### src/rtl/clint_ctrl.sv
// CLINT-side trap/interrupt sequencer: accepts ecall, mret and machine-timer events,
// writes the trap CSRs one per cycle through the shared CSR port, then redirects the PC.
module clint_ctrl #(
  parameter logic [63:0] ECALL_CAUSE = 64'd11,
  parameter logic [62:0] TIMER_CAUSE = 63'd7,
  parameter bit          VECTORED_EN = 1'b0
) (
  input  logic        clk,
  input  logic        rst_n,
  input  logic        inst_valid_i,
  input  logic [63:0] inst_pc_i,
  input  logic        inst_ecall_i,
  input  logic        inst_mret_i,
  input  logic        cpu_csr_wen_i,
  input  logic [63:0] csrfile_clint_csr_mtvec_i,
  input  logic [63:0] csrfile_clint_csr_mepc_i,
  input  logic [63:0] csrfile_clint_csr_mstatus_i,
  input  logic        csrfile_global_int_en_i,
  input  logic        csrfile_mtime_int_en_i,
  input  logic        csrfile_mtime_int_pend_i,
  output logic        clint_csr_wen_o,
  output logic [11:0] clint_csr_waddr_o,
  output logic [63:0] clint_csr_wdata_o,
  output logic        clint_hold_o,
  output logic        clint_jump_o,
  output logic [63:0] clint_jump_addr_o
);

  localparam logic [11:0] ADDR_MSTATUS = 12'h300;
  localparam logic [11:0] ADDR_MEPC    = 12'h341;
  localparam logic [11:0] ADDR_MCAUSE  = 12'h342;
  localparam logic [63:0] ALIGN_MASK   = 64'hFFFF_FFFF_FFFF_FFFC;

  typedef enum logic [2:0] {
    S_IDLE      = 3'd0,
    S_W_MEPC    = 3'd1,
    S_W_MCAUSE  = 3'd2,
    S_W_MSTATUS = 3'd3,
    S_JUMP      = 3'd4,
    S_W_MRET    = 3'd5,
    S_JUMP_EPC  = 3'd6
  } state_e;

  state_e      state_r, state_s;
  logic [63:0] pc_r, pc_s;
  logic [63:0] cause_r, cause_s;
  logic        timer_s;
  logic        wen_s, hold_s, jump_s;
  logic [11:0] waddr_s;
  logic [63:0] wdata_s, jaddr_s;

  // Trap entry: stash MIE into MPIE, mask interrupts, return to M-mode.
  function automatic logic [63:0] trap_mstatus(input logic [63:0] ms);
    logic [63:0] r;
    r        = ms;
    r[7]     = ms[3];
    r[3]     = 1'b0;
    r[12:11] = 2'b11;
    return r;
  endfunction

  function automatic logic [63:0] mret_mstatus(input logic [63:0] ms);
    logic [63:0] r;
    r        = ms;
    r[3]     = ms[7];
    r[7]     = 1'b1;
    r[12:11] = 2'b11;
    return r;
  endfunction

  assign timer_s = csrfile_global_int_en_i & csrfile_mtime_int_en_i & csrfile_mtime_int_pend_i;

  // Next-state and output decode; write states stall while the CPU owns the CSR port.
  always_comb begin
    state_s = state_r;
    pc_s    = pc_r;
    cause_s = cause_r;
    wen_s   = 1'b0;
    waddr_s = 12'd0;
    wdata_s = 64'd0;
    hold_s  = 1'b0;
    jump_s  = 1'b0;
    jaddr_s = 64'd0;
    case (state_r)
      S_IDLE: begin
        if (inst_valid_i && timer_s) begin
          state_s = S_W_MEPC;
          pc_s    = inst_pc_i;
          cause_s = {1'b1, TIMER_CAUSE};
          hold_s  = 1'b1;
        end else if (inst_valid_i && inst_ecall_i) begin
          state_s = S_W_MEPC;
          pc_s    = inst_pc_i;
          cause_s = ECALL_CAUSE;
          hold_s  = 1'b1;
        end else if (inst_valid_i && inst_mret_i) begin
          state_s = S_W_MRET;
          pc_s    = inst_pc_i;
          cause_s = 64'd0;
          hold_s  = 1'b1;
        end else begin
          state_s = S_IDLE;
        end
      end
      S_W_MEPC: begin
        hold_s  = 1'b1;
        wen_s   = ~cpu_csr_wen_i;
        waddr_s = ADDR_MEPC;
        wdata_s = pc_r & ALIGN_MASK;
        if (!cpu_csr_wen_i) state_s = S_W_MCAUSE;
        else                state_s = S_W_MEPC;
      end
      S_W_MCAUSE: begin
        hold_s  = 1'b1;
        wen_s   = ~cpu_csr_wen_i;
        waddr_s = ADDR_MCAUSE;
        wdata_s = cause_r;
        if (!cpu_csr_wen_i) state_s = S_W_MSTATUS;
        else                state_s = S_W_MCAUSE;
      end
      S_W_MSTATUS: begin
        hold_s  = 1'b1;
        wen_s   = ~cpu_csr_wen_i;
        waddr_s = ADDR_MSTATUS;
        wdata_s = trap_mstatus(csrfile_clint_csr_mstatus_i);
        if (!cpu_csr_wen_i) state_s = S_JUMP;
        else                state_s = S_W_MSTATUS;
      end
      S_JUMP: begin
        hold_s  = 1'b1;
        jump_s  = 1'b1;
        state_s = S_IDLE;
        // Vectored mode applies to interrupts only; cause bit 63 marks an interrupt.
        if (VECTORED_EN && (csrfile_clint_csr_mtvec_i[1:0] == 2'b01) && cause_r[63]) begin
          jaddr_s = (csrfile_clint_csr_mtvec_i & ALIGN_MASK) + {TIMER_CAUSE[61:0], 2'b00};
        end else begin
          jaddr_s = csrfile_clint_csr_mtvec_i & ALIGN_MASK;
        end
      end
      S_W_MRET: begin
        hold_s  = 1'b1;
        wen_s   = ~cpu_csr_wen_i;
        waddr_s = ADDR_MSTATUS;
        wdata_s = mret_mstatus(csrfile_clint_csr_mstatus_i);
        if (!cpu_csr_wen_i) state_s = S_JUMP_EPC;
        else                state_s = S_W_MRET;
      end
      S_JUMP_EPC: begin
        hold_s  = 1'b1;
        jump_s  = 1'b1;
        jaddr_s = csrfile_clint_csr_mepc_i;
        state_s = S_IDLE;
      end
      default: begin
        state_s = S_IDLE;
      end
    endcase
  end

  // State and captured event context.
  always_ff @(posedge clk or negedge rst_n) begin
    if (!rst_n) begin
      state_r <= S_IDLE;
      pc_r    <= 64'd0;
      cause_r <= 64'd0;
    end else begin
      state_r <= state_s;
      pc_r    <= pc_s;
      cause_r <= cause_s;
    end
  end

  assign clint_csr_wen_o   = wen_s;
  assign clint_csr_waddr_o = waddr_s;
  assign clint_csr_wdata_o = wdata_s;
  assign clint_hold_o      = hold_s;
  assign clint_jump_o      = jump_s;
  assign clint_jump_addr_o = jaddr_s;

endmodule

### config.mk
export PLATFORM = sky130hd
export DESIGN_NAME = clint_ctrl
export DESIGN_NICKNAME = d
export VERILOG_FILES = /design/src/rtl/clint_ctrl.sv
export SDC_FILE = /design/constraint.sdc
export NUM_CORES = 1
export LEC_CHECK = 0
export CORE_AREA = 2 2 158 160
export CTS_CLUSTER_DIAMETER = 30
export DETAILED_ROUTE_END_ITERATION = 8
export DIE_AREA = 0 0 160 162
export GPL_TIMING_DRIVEN = 0
export PLACE_DENSITY_LB_ADDON = 0.12
export SLEW_MARGIN = 20
export SYNTH_ARGS = -nofsm -noshare
export SYNTH_HDL_FRONTEND = slang
export SYNTH_SLANG_ARGS = --single-unit
export TNS_END_PERCENT = 100
### constraint.sdc
create_clock -name clk -period 3.67 [get_ports clk]
set_input_delay 1.101 -clock clk [delete_from_list [all_inputs] [get_ports clk]]
set_output_delay 1.101 -clock clk [all_outputs]
set_load 0.02 [all_outputs]
==> results of run 1 <==
## cell families after synthesis
kind of cell    Yosys count
mux                     125
simple gates             94
compound gates           84
flops                    68
buf+inv                  49
other cells               1
## synthesized netlist by cell type
master | instances | area, sq um
nor2_1 | 66 | 248
nor2_8 | 1 | 20.0
or3_1 | 1 | 6.26
a21o_1 | 2 | 15.0
nand2_1 | 6 | 22.5
nand3b_1 | 1 | 7.51
mux2_2 | 2 | 22.5
dfrtp_1 | 68 | 1700
a21oi_1 | 5 | 25.0
buf_4 | 9 | 67.6
nor2b_1 | 1 | 6.26
nand3_1 | 2 | 10.0
and2_1 | 2 | 12.5
o211ai_1 | 1 | 7.51
inv_1 | 4 | 15.0
and3_1 | 3 | 18.8
conb_1 | 1 | 3.75
a21boi_1 | 1 | 7.51
or4b_4 | 1 | 13.8
o21ai_0 | 3 | 15.0
and3b_1 | 1 | 8.76
nand2b_1 | 6 | 37.5
buf_1 | 2 | 7.51
o2bb2ai_1 | 4 | 35.0
buf_8 | 5 | 75.1
a31oi_1 | 3 | 18.8
a311oi_2 | 1 | 15.0
clkbuf_1 | 20 | 75.1
a22oi_1 | 1 | 7.51
nor3_1 | 1 | 5.00
a32oi_1 | 1 | 8.76
a22o_1 | 58 | 508
buf_6 | 1 | 11.3
mux2i_1 | 62 | 621
nor4b_1 | 1 | 8.76
o22ai_1 | 3 | 18.8
buf_2 | 8 | 40.0
mux2_1 | 61 | 687
o22a_1 | 1 | 8.76
nand4_1 | 1 | 6.26
## power by group
part | internal, mW | switching, mW | leakage, nW
clock | 0.561 | 0.332 | 0.149
sequential | 1.13 | 0.221 | 0.808
combinational | 2.08 | 2.06 | 3.15
total | 3.77 | 2.61 | 4.11
## layer usage
| layer | vias to the layer above | global-route usage, % |
|---|---|---|
| met5 | - | 0 |
| met4 | 0 | 5.61 |
| met3 | 20 | 6.33 |
| met2 | 243 | 30.8 |
| met1 | 2314 | 15.8 |
| li1 | 2360 | - |
## stage by stage
step           std cells  setup TNS (ns)
2_1_floorplan        427               0
6_report            1170               0
3_3_place_gp        1145          -79.06
5_1_grt             1170        -0.00124
4_1_cts             1163               0
3_5_place_dp        1146          -13.20
## how the worst min path moves through the flow
stage / slack [ns] / endpoint / start / cells after the start
floorplan: 0.45 / pc_r[2] / pc_r[2] / 1
global placement: 0.47 / pc_r[23] / pc_r[23] / 1
detailed placement: 0.48 / pc_r[55] / pc_r[55] / 1
CTS: 0.49 / pc_r[47] / pc_r[47] / 1
global route: 0.51 / pc_r[35] / pc_r[35] / 1
finish: 0.49 / pc_r[47] / pc_r[47] / 1
## cell usage in the layout, fill, tap and decap left out, types with 4 or more instances in the layout
| cell type | n |
|---|---|
| dlymetal6s2s_1 | 23 |
| o2bb2ai_1 | 4 |
| nand2b_1 | 4 |
| nand2_1 | 6 |
| clkbuf_4 | 7 |
| inv_1 | 4 |
| conb_1 | 7 |
| clkbuf_1 | 4 |
| mux2_1 | 61 |
| mux2i_1 | 62 |
| clkbuf_2 | 6 |
| a22o_1 | 58 |
| a21oi_1 | 5 |
| buf_2 | 9 |
| clkbuf_16 | 9 |
| diode_2 | 5 |
| dlygate4sd2_1 | 9 |
| dfrtp_1 | 68 |
| nor2_1 | 65 |
| buf_8 | 5 |
| clkdlybuf4s50_1 | 360 |
| buf_4 | 16 |
## registers in the layout (all words and copies together), names as in the netlist
register	flops
state_r	3
cause_r	3
pc_r	62
## worst max-delay path, stage by stage, from the launching register on
cell	delay, ns
dfrtp_1	0.35
buf_4	0.17
nand2b_2	0.26
a21boi_4	0.21
buf_4	0.15
buf_2	0.22
a22o_1	0.16
clkdlybuf4s50_1	0.60
## what timing repair did
item                                    4_1_cts  5_1_grt
endpoints found under the setup margin      100      102
setup buffers                                 2        3
gates resized for setup                      41       41
hold endpoints to repair                      0        0
pin swaps                                     1        1
## final cells by class
class                   count  area, sq um  area share, %
repair buffers            400         4060           43.5
clock inverters             4         47.5          0.509
diodes                      5         12.5          0.134
clock buffers              12          256           2.75
flip-flops and latches     68         1700           18.2
well taps                 324          405           4.34
plain buffers              43          315           3.38
inverters                   4         15.0          0.161
multi-input cells         310         2520           27.0
==> metrics.md, run 1 <==
| Metric | Value |
|---|---|
| Setup WS pre-CTS | `-0.853 ns` |
| # H-tree levels | `3` |
| Clock skew | `0.00568 ns` |
| Sink Count | `68` |
| Area fraction in compound gates after synthesis | `15.5%` |
| Drt wl/cell | `about 19 microns` |
| Outcome | `completed` |
| DR DRC count | `0` |
| Chip Height | `162 microns` |
| Final hold slack | `0.487 ns` |
| Initial antenna violation count | `5` |
| HP Class | `register to register` |
| CP Capture Type | `primary output` |
| Mux contribution to synthesized area | `between 20% and 30%` |
| Final wirelength | `approximately 22 mm` |
| Largest family of logic cells by synthesized area | `multiplexers` |
| Antenna-violating nets left | `0` |
| Placed cell areas | `8850 sq um` |
| Metal1 wirelength | `roughly 7.7 mm` |
| CTS root buffer | `clkbuf_16` |
| Post-synthesis xor/xnor area fraction | `0%` |
| DP HPWL | `about 18 mm` |
| # fillers | `2,454` |
| Post-Synthesis Cells | `421` |
| MaxCap Viol Count | `0` |
| Worst Path Required | `2.57 ns` |
| Total GRT Usage | `16.1%` |
| Final period util | `97.0%` |
| DRT Pass-1 Iters | `4` |
| Top routing layer used | `met4` |
| Largest net degree at the start of global routing | `44` |
| Worst r2r src | `state_r[2]` |
| Worst setup SP type | `register` |
| Max-slew violations | `0` |
| Max-slew headroom | `61.3%` |
| FP Rows | `57` |
| Final worst slack | `about 0.11 ns` |
| Post-synthesis adder-cell area fraction | `0%` |
| CTS tree | `built` |
| Net count, final | `1,101` |
| Worst r2r dst | `pc_r[25]` |
| Reg2Reg Depth | `5` |
| Met2 WL post-DR | `11.8 mm` |
| Synth Warn # | `0` |
| Reg clk slew, reported paths | `0.06 ns` |
| Layout area overhead | `110%` |
| Worst-Margin Slew | `0.581 ns` |
| Util after Layout | `about two fifths` |
| Peak supply drop | `0.000231 V` |
| Core ar. | `about 24,000 sq um` |
| Maximum clock frequency | `281 MHz` |
| Worst Setup EP | `clint_csr_wdata_o[61]` |
| Starting Density | `a little under a fifth` |
| Pwr per Cell Area | `684 nW/um^2` |
| Vias in the first global route | `5,452` |
| Ports | `408` |
| DR iter-0 viols | `between 150 and 200` |
| CP Launch Point | `state_r[2]` |
| Via count | `4,937` |
| # port buffers | `~390` |
| Clock buffer depth | `2` |
| Die X | `160 microns` |
| Simple-gate area share of the yosys netlist | `9.70%` |
| Gpl congestion | `0.899` |
| WS Path Type | `register to primary output` |
| Share of cells above drive strength 1 | `8.68%` |
| Critical Path AT | `2.46 ns` |
| Worst R2R Setup Slack | `1.60 ns` |
| CTS Buf Count | `9` |
| WL met3 | `about 2.1 mm` |
| Final Hold Viols | `0` |
| Leak Pwr | `~4.1 nW` |
| Overall Power | `6.39 mW` |
| Post-Syn Area | `4450 sq um` |
| Yosys reg bits | `68` |
| Post-CTS Hold Fix Bufs | `0` |
| Post-route minimum period | `3.56 ns` |
| Mean post-synth cell area | `10.6 sq um` |
| # setup viols final | `0` |
| Worst skew pair latency | `between 0.3 and 0.4 ns` |
| Vias per std cell | `4.22` |
| Crit-path max FO | `10` |
| Sequential area share after synthesis | `38.2%` |
| Final instance area | `9340 sq um` |
| Die ar. | `25,900 sq um` |
| GR Overflow Total | `0` |
| Count of cell types in the netlist | `40` |
| First-pass GRT wire length | `31.9 mm` |
No activity file was read; power rests on OpenSTA's default activity.
==> run 2, diff against run 1 <==
- REMOVE_ABC_BUFFERS: not set -> 1
==> metrics.md, run 2 (same netlist as run 1, synthesis figures left out) <==
| Metric | Value |
|---|---|
| Maximum clock frequency | `278 MHz (-0.97%)` |
| Largest net degree at the start of global routing | `64 (+45%)` |
| CP Capture Type | `primary output` |
| First-pass GRT wire length | `30.6 mm (-4.0%)` |
| Worst r2r dst | `pc_r[32]` |
| HP Class | `register to register` |
| Layout area overhead | `107%` |
| Vias in the first global route | `5,274 (-3.3%)` |
| CTS Buf Count | `9 (unchanged)` |
| Critical Path AT | `2.50 ns (+0.04 ns)` |
| Leak Pwr | `3.68 nW (-11%)` |
| Worst Path Required | `2.57 ns (about the same)` |
| WS Path Type | `input port to primary output` |
| Post-route minimum period | `3.60 ns (+0.0349 ns)` |
| CP Launch Point | `csrfile_clint_csr_mstatus_i[3]` |
| Worst setup SP type | `input port` |
| Max reg flops | `62 (unchanged)` |
| Drt wl/cell | `18.4 microns (-1.9%)` |
| Most flop-heavy register | `pc_r` |
| Final worst slack | `0.0736 ns (-0.0349 ns)` |
| Outcome | `completed` |
| # port buffers | `394 (unchanged)` |
| FP Rows | `57 (unchanged)` |
| Reg clk slew, reported paths | `0.06 ns (about the same)` |
| Final hold slack | `0.485 ns (-0.00195 ns)` |
| Net count, final | `1,071 (-2.7%)` |
| Share of cells above drive strength 1 | `6.29% (-2.4 points)` |
| Pwr per Cell Area | `700 nW/um^2 (+2.3%)` |
| Die ar. | `25,900 sq um (unchanged)` |
| Starting Density | `18.5% (unchanged)` |
| Final period util | `98.0% (+0.95 points)` |
| Hold path startpoint | `pc_r[43]` |
| MaxCap Viol Count | `0 (unchanged)` |
| Util after Layout | `38.2% (-0.55 points)` |
| DRT Pass-1 Iters | `4 (unchanged)` |
| Placed cell areas | `8720 sq um (-1.4%)` |
| RSZ-0062 raised after global routing | `no` |
| Post-CTS Hold Fix Bufs | `0 (unchanged)` |
| Total GRT Usage | `15.3% (-0.78 points)` |
| Ports | `408 (unchanged)` |
| Sink Count | `68 (unchanged)` |
| Largest regs | `pc_r x62, cause_r x3, state_r x3` |
| DP HPWL | `16.1 mm (-12%)` |
| Worst Hold Path Cells | `1 (unchanged)` |
| Max-slew violations | `0 (unchanged)` |
| Placed Cells | `1,106 (-3.5%)` |
| Clock skew | `0.00761 ns (+0.00193 ns)` |
| Final instance area | `9210 sq um (-1.4%)` |
| Antenna-violating nets left | `0 (unchanged)` |
| Setup WS pre-CTS | `-0.933 ns (-0.0799 ns)` |
| CTS tree | `built` |
| Die X | `160 microns (unchanged)` |
| Hold EP | `pc_r[43]` |
| DR iter-0 viols | `125 (-22%)` |
| GR Overflow Total | `0 (unchanged)` |
| Clock buffer depth | `2 (unchanged)` |
| Via count | `4,871 (-1.3%)` |
| # setup viols final | `0 (unchanged)` |
| Vias per std cell | `4.29 (+1.6%)` |
| Final TNS setup | `0 ns (unchanged)` |
| Core ar. | `24,100 sq um (unchanged)` |
| Reg2Reg Depth | `5 (unchanged)` |
| Max-slew headroom | `55.4% (-5.8 points)` |
| Chip Height | `162 microns (unchanged)` |
| Worst r2r src | `state_r[2]` |
| Final Hold Viols | `0 (unchanged)` |
| Gpl congestion | `0.859 (-4.4%)` |
| CTS root buffer | `clkbuf_16` |
| # H-tree levels | `3 (unchanged)` |
| Peak supply drop | `0.000305 V (+32%)` |
| Worst R2R Setup Slack | `1.04 ns (-0.56 ns)` |
| Worst skew pair latency | `0.33 ns (about the same)` |
| Highest-count cells in the layout ignoring fill and taps | `382 x clkdlybuf4s50_1, 65 x nor2_1, 65 x dfrtp_1` |
| DR DRC count | `0 (unchanged)` |
| Overall Power | `6.44 mW (+0.87%)` |
| Initial antenna violation count | `1 (-4)` |
| Crit-path max FO | `1 (-9)` |
| Final cell count without fillers | `1,136 (-2.9%)` |
| Most common cell after layout, fill and taps aside | `clkdlybuf4s50_1` |
| Final wirelength | `20.9 mm (-4.7%)` |
| Worst-Margin Slew | `0.669 ns (+0.0877 ns)` |
[run 2: changes by cell type in the layout (fill, tap and decap cells not counted), moves of 4 or more]
cell             delta
buf_12              +4
buf_2               -9
buf_4               -6
buf_8               -4
clkbuf_1            -4
clkbuf_2            -6
clkbuf_4            -7
clkdlybuf4s50_1    +22
diode_2             -4
dlymetal6s2s_1     -20
[run 2: worst max-delay path by stage]
| stage | slack (ns) | depth (start not counted) | to |
|---|---|---|---|
| final | 0.07 | 5 | clint_csr_wdata_o[7] |
| after floorplan | -2.87 | 3 | clint_csr_wdata_o[0] |
| after detailed placement | -0.93 | 5 | clint_hold_o |
| after global routing | 0.006 | 6 | clint_csr_wdata_o[24] |
| after global placement | -5.60 | 4 | clint_csr_wdata_o[13] |
| after CTS | 0.01 | 4 | clint_jump_addr_o[1] |
[run 2: per-layer routing]
layer	GRT usage [%]	vias to the layer above	share of wire [%]
met2	28.8	255	52
met5	0	-	0
met1	14.8	2293	35
li1	-	2304	-
met4	4.67	0	1.5
met3	7.43	19	12
[run 2: final cells by class]
class                           count  area (sq um)
Tap cell                          324           405
Fill cell                        2474         14900
Clock buffer                       10           239
Antenna cell                        1          2.50
Clock inverter                      6          71.3
Multi-Input combinational cell    311          2540
Inverter                            4          15.0
Sequential cell                    68          1710
Timing Repair Buffer              412          4220
[run 2: critical path, stage by stage]
cell	delay, ns
clkdlybuf4s50_1	0.46
inv_1	0.04
o22ai_1	0.14
and2_1	0.13
clkdlybuf4s50_1	0.62
[run 2: timing repair]
| item | CTS | global route |
|---|---|---|
| resized for setup | 18 | 7 |
| pin swaps | 2 | 0 |
| setup endpoints to repair | 131 | 67 |
| setup buffers | 6 | 5 |
| cloned | 0 | 1 |
[run 2: power breakdown]
part           leakage (nW)  switching [mW]  internal (mW)
clock network         0.146           0.351          0.551
registers             0.804           0.269           1.14
logic                  2.73            2.00           2.13
total                  3.68            2.62           3.83
==> run 3, diff against run 2 <==
- PLACE_DENSITY: not set -> 0.57
- PLACE_DENSITY_LB_ADDON: 0.12 -> not set
==> metrics.md, run 3 (same netlist as run 1, synthesis figures left out) <==
| Metric | Value |
|---|---|
| # port buffers | `394 (unchanged)` |
| First-pass GRT wire length | `31.4 mm (+2.6%)` |
| Highest-count cells in the layout ignoring fill and taps | `353 x clkdlybuf4s50_1, 65 x nor2_1, 65 x dfrtp_1` |
| CP Capture Type | `primary output` |
| Chip Height | `162 microns (unchanged)` |
| Crit-path max FO | `1 (unchanged)` |
| Gpl congestion | `0.745 (-13%)` |
| Sink Count | `68 (unchanged)` |
| Reg2Reg Depth | `6 (+1)` |
| Reg clk slew, reported paths | `0.06 ns (about the same)` |
| # fillers | `2,515 (+1.7%)` |
| Final period util | `97.4% (-0.57 points)` |
| DR DRC count | `0 (unchanged)` |
| Final worst slack | `0.0946 ns (+0.0210 ns)` |
| Post-route minimum period | `3.58 ns (-0.0210 ns)` |
| CTS tree | `built` |
| Final Hold Viols | `0 (unchanged)` |
| Maximum clock frequency | `280 MHz (+0.59%)` |
| Total GRT Usage | `15.9% (+0.56 points)` |
| DRT Pass-1 Iters | `4 (unchanged)` |
| Pwr per Cell Area | `689 nW/um^2 (-1.5%)` |
| WS Path Type | `input port to primary output` |
| Initial antenna violation count | `0 (-1)` |
| Largest regs | `pc_r x62, cause_r x3, state_r x3` |
| Worst Path Required | `2.57 ns (about the same)` |
| Leak Pwr | `3.84 nW (+4.4%)` |
| Antenna Cells | `0 (-1)` |
| # H-tree levels | `3 (unchanged)` |
| Clock buffer depth | `2 (unchanged)` |
| Critical Path AT | `2.47 ns (-0.03 ns)` |
| Post-CTS Hold Fix Bufs | `0 (unchanged)` |
| Core ar. | `24,100 sq um (unchanged)` |
| Net count, final | `1,072 (+0.093%)` |
| CTS Buf Count | `9 (unchanged)` |
| Worst Hold Path Cells | `1 (unchanged)` |
| RSZ-0062 raised after global routing | `no` |
| Clock skew | `0.00463 ns (-0.00298 ns)` |
| Worst-Margin Slew | `0.651 ns (-0.0177 ns)` |
| Ports | `408 (unchanged)` |
| GR Overflow Total | `0 (unchanged)` |
| Die ar. | `25,900 sq um (unchanged)` |
| Die X | `160 microns (unchanged)` |
| Antenna-violating nets left | `0 (unchanged)` |
| Vias per std cell | `4.29 (+0.10%)` |
| Drt wl/cell | `18.9 microns (+2.8%)` |
| MaxCap Viol Count | `0 (unchanged)` |
| Via count | `4,876 (+0.10%)` |
| Worst skew pair latency | `0.33 ns (about the same)` |
| Max-slew headroom | `56.6% (+1.2 points)` |
| # setup viols final | `0 (unchanged)` |
| Most flop-heavy register | `pc_r` |
| HP Class | `register to register` |
| Starting Density | `18.5% (unchanged)` |
| Largest net degree at the start of global routing | `64 (unchanged)` |
| Max-slew violations | `0 (unchanged)` |
| Outcome | `completed` |
| CTS root buffer | `clkbuf_16` |
| Final wirelength | `21.4 mm (+2.8%)` |
| Setup WS pre-CTS | `-0.987 ns (-0.0542 ns)` |
| DP HPWL | `16.6 mm (+2.9%)` |
| Worst setup SP type | `input port` |
| Share of cells above drive strength 1 | `6.40% (+0.12 points)` |
| Peak supply drop | `0.000260 V (-15%)` |
| Vias in the first global route | `5,158 (-2.2%)` |
| FP Rows | `57 (unchanged)` |
| Max reg flops | `62 (unchanged)` |
| DR iter-0 viols | `143 (+14%)` |
| Most common cell after layout, fill and taps aside | `clkdlybuf4s50_1` |
| Overall Power | `6.35 mW (-1.4%)` |
| Layout area overhead | `107% (about the same)` |
## run 3: changes by cell type in the layout (fill, tap and decap cells not counted), moves of 2 or more
cell	change
clkdlybuf4s50_1	-29
dlygate4sd2_1	+27
buf_12	-3
buf_16	+3
buf_4	-2
clkinv_2	+2
dlymetal6s2s_1	+2
## run 3: critical path, stage by stage
cell and delay (ns):
clkdlybuf4s50_1 0.45, inv_1 0.04, o22ai_1 0.13, and2_1 0.13
clkdlybuf4s50_1 0.62
## run 3: power by group
group / internal (mW) / total, mW / switching (mW)
clock: 0.530 / 0.886 / 0.356
sequential: 1.14 / 1.42 / 0.276
combinational: 2.07 / 4.05 / 1.98
total: 3.74 / 6.35 / 2.61
## run 3: layout make-up
type                    instances  area [sq um]  share of cell area, %
multi-input cells             311          2530                   27.5
well taps                     324           405                   4.40
repair buffers                413          4250                   46.1
clock inverters                 7          73.8                  0.801
inverters                       4          15.0                  0.163
clock buffers                   9           225                   2.44
flip-flops and latches         68          1710                   18.6
## run 3: layer usage
| layer | part of all wire (%) | track usage (%) | up-vias | wire length [microns] |
|---|---|---|---|---|
| met5 | 0 | 0 | - | 0 |
| met4 | 0.82 | 3.48 | 0 | 176 |
| met3 | 8.9 | 5.36 | 8 | 1900 |
| met2 | 51 | 29.2 | 253 | 10900 |
| met1 | 40 | 17.9 | 2310 | 8480 |
| li1 | - | - | 2305 | - |
## run 3: through the flow
step	util [%]	hold slack (ns)	cell area (sq um)	TNS, ns	instances
final	38.2	0.486	9220	0	1136
after global routing	38.2	0.500	9220	0	1136
after CTS	38.1	0.490	9190	0	1135
after detailed placement	36.4	0.475	8770	-13.93	1108
after global placement	35.4	0.469	8540	-641.39	1100
after floorplan	-	0.454	4200	-200.13	382
## run 3: worst paths after layout
kind / startpoint / slack (ns) / to
hold / removal: pc_r[12] / 0.49 / pc_r[12]
hold reg to reg: pc_r[12] / 0.49 / pc_r[12]
max in group asynchronous: rst_n / 2.39 / pc_r[10]
setup reg to reg: state_r[1] / 1.02 / pc_r[52]
min in group asynchronous: rst_n / 0.71 / pc_r[37]
setup / recovery: csrfile_clint_csr_mstatus_i[3] / 0.09 / clint_csr_wdata_o[7]
## run 3: repair_timing
action | CTS | global route
resized for setup | 47 | 6
cloned | 1 | 1
pin swaps | 2 | 1
setup buffers | 10 | 0
endpoints found under the setup margin | 132 | 8
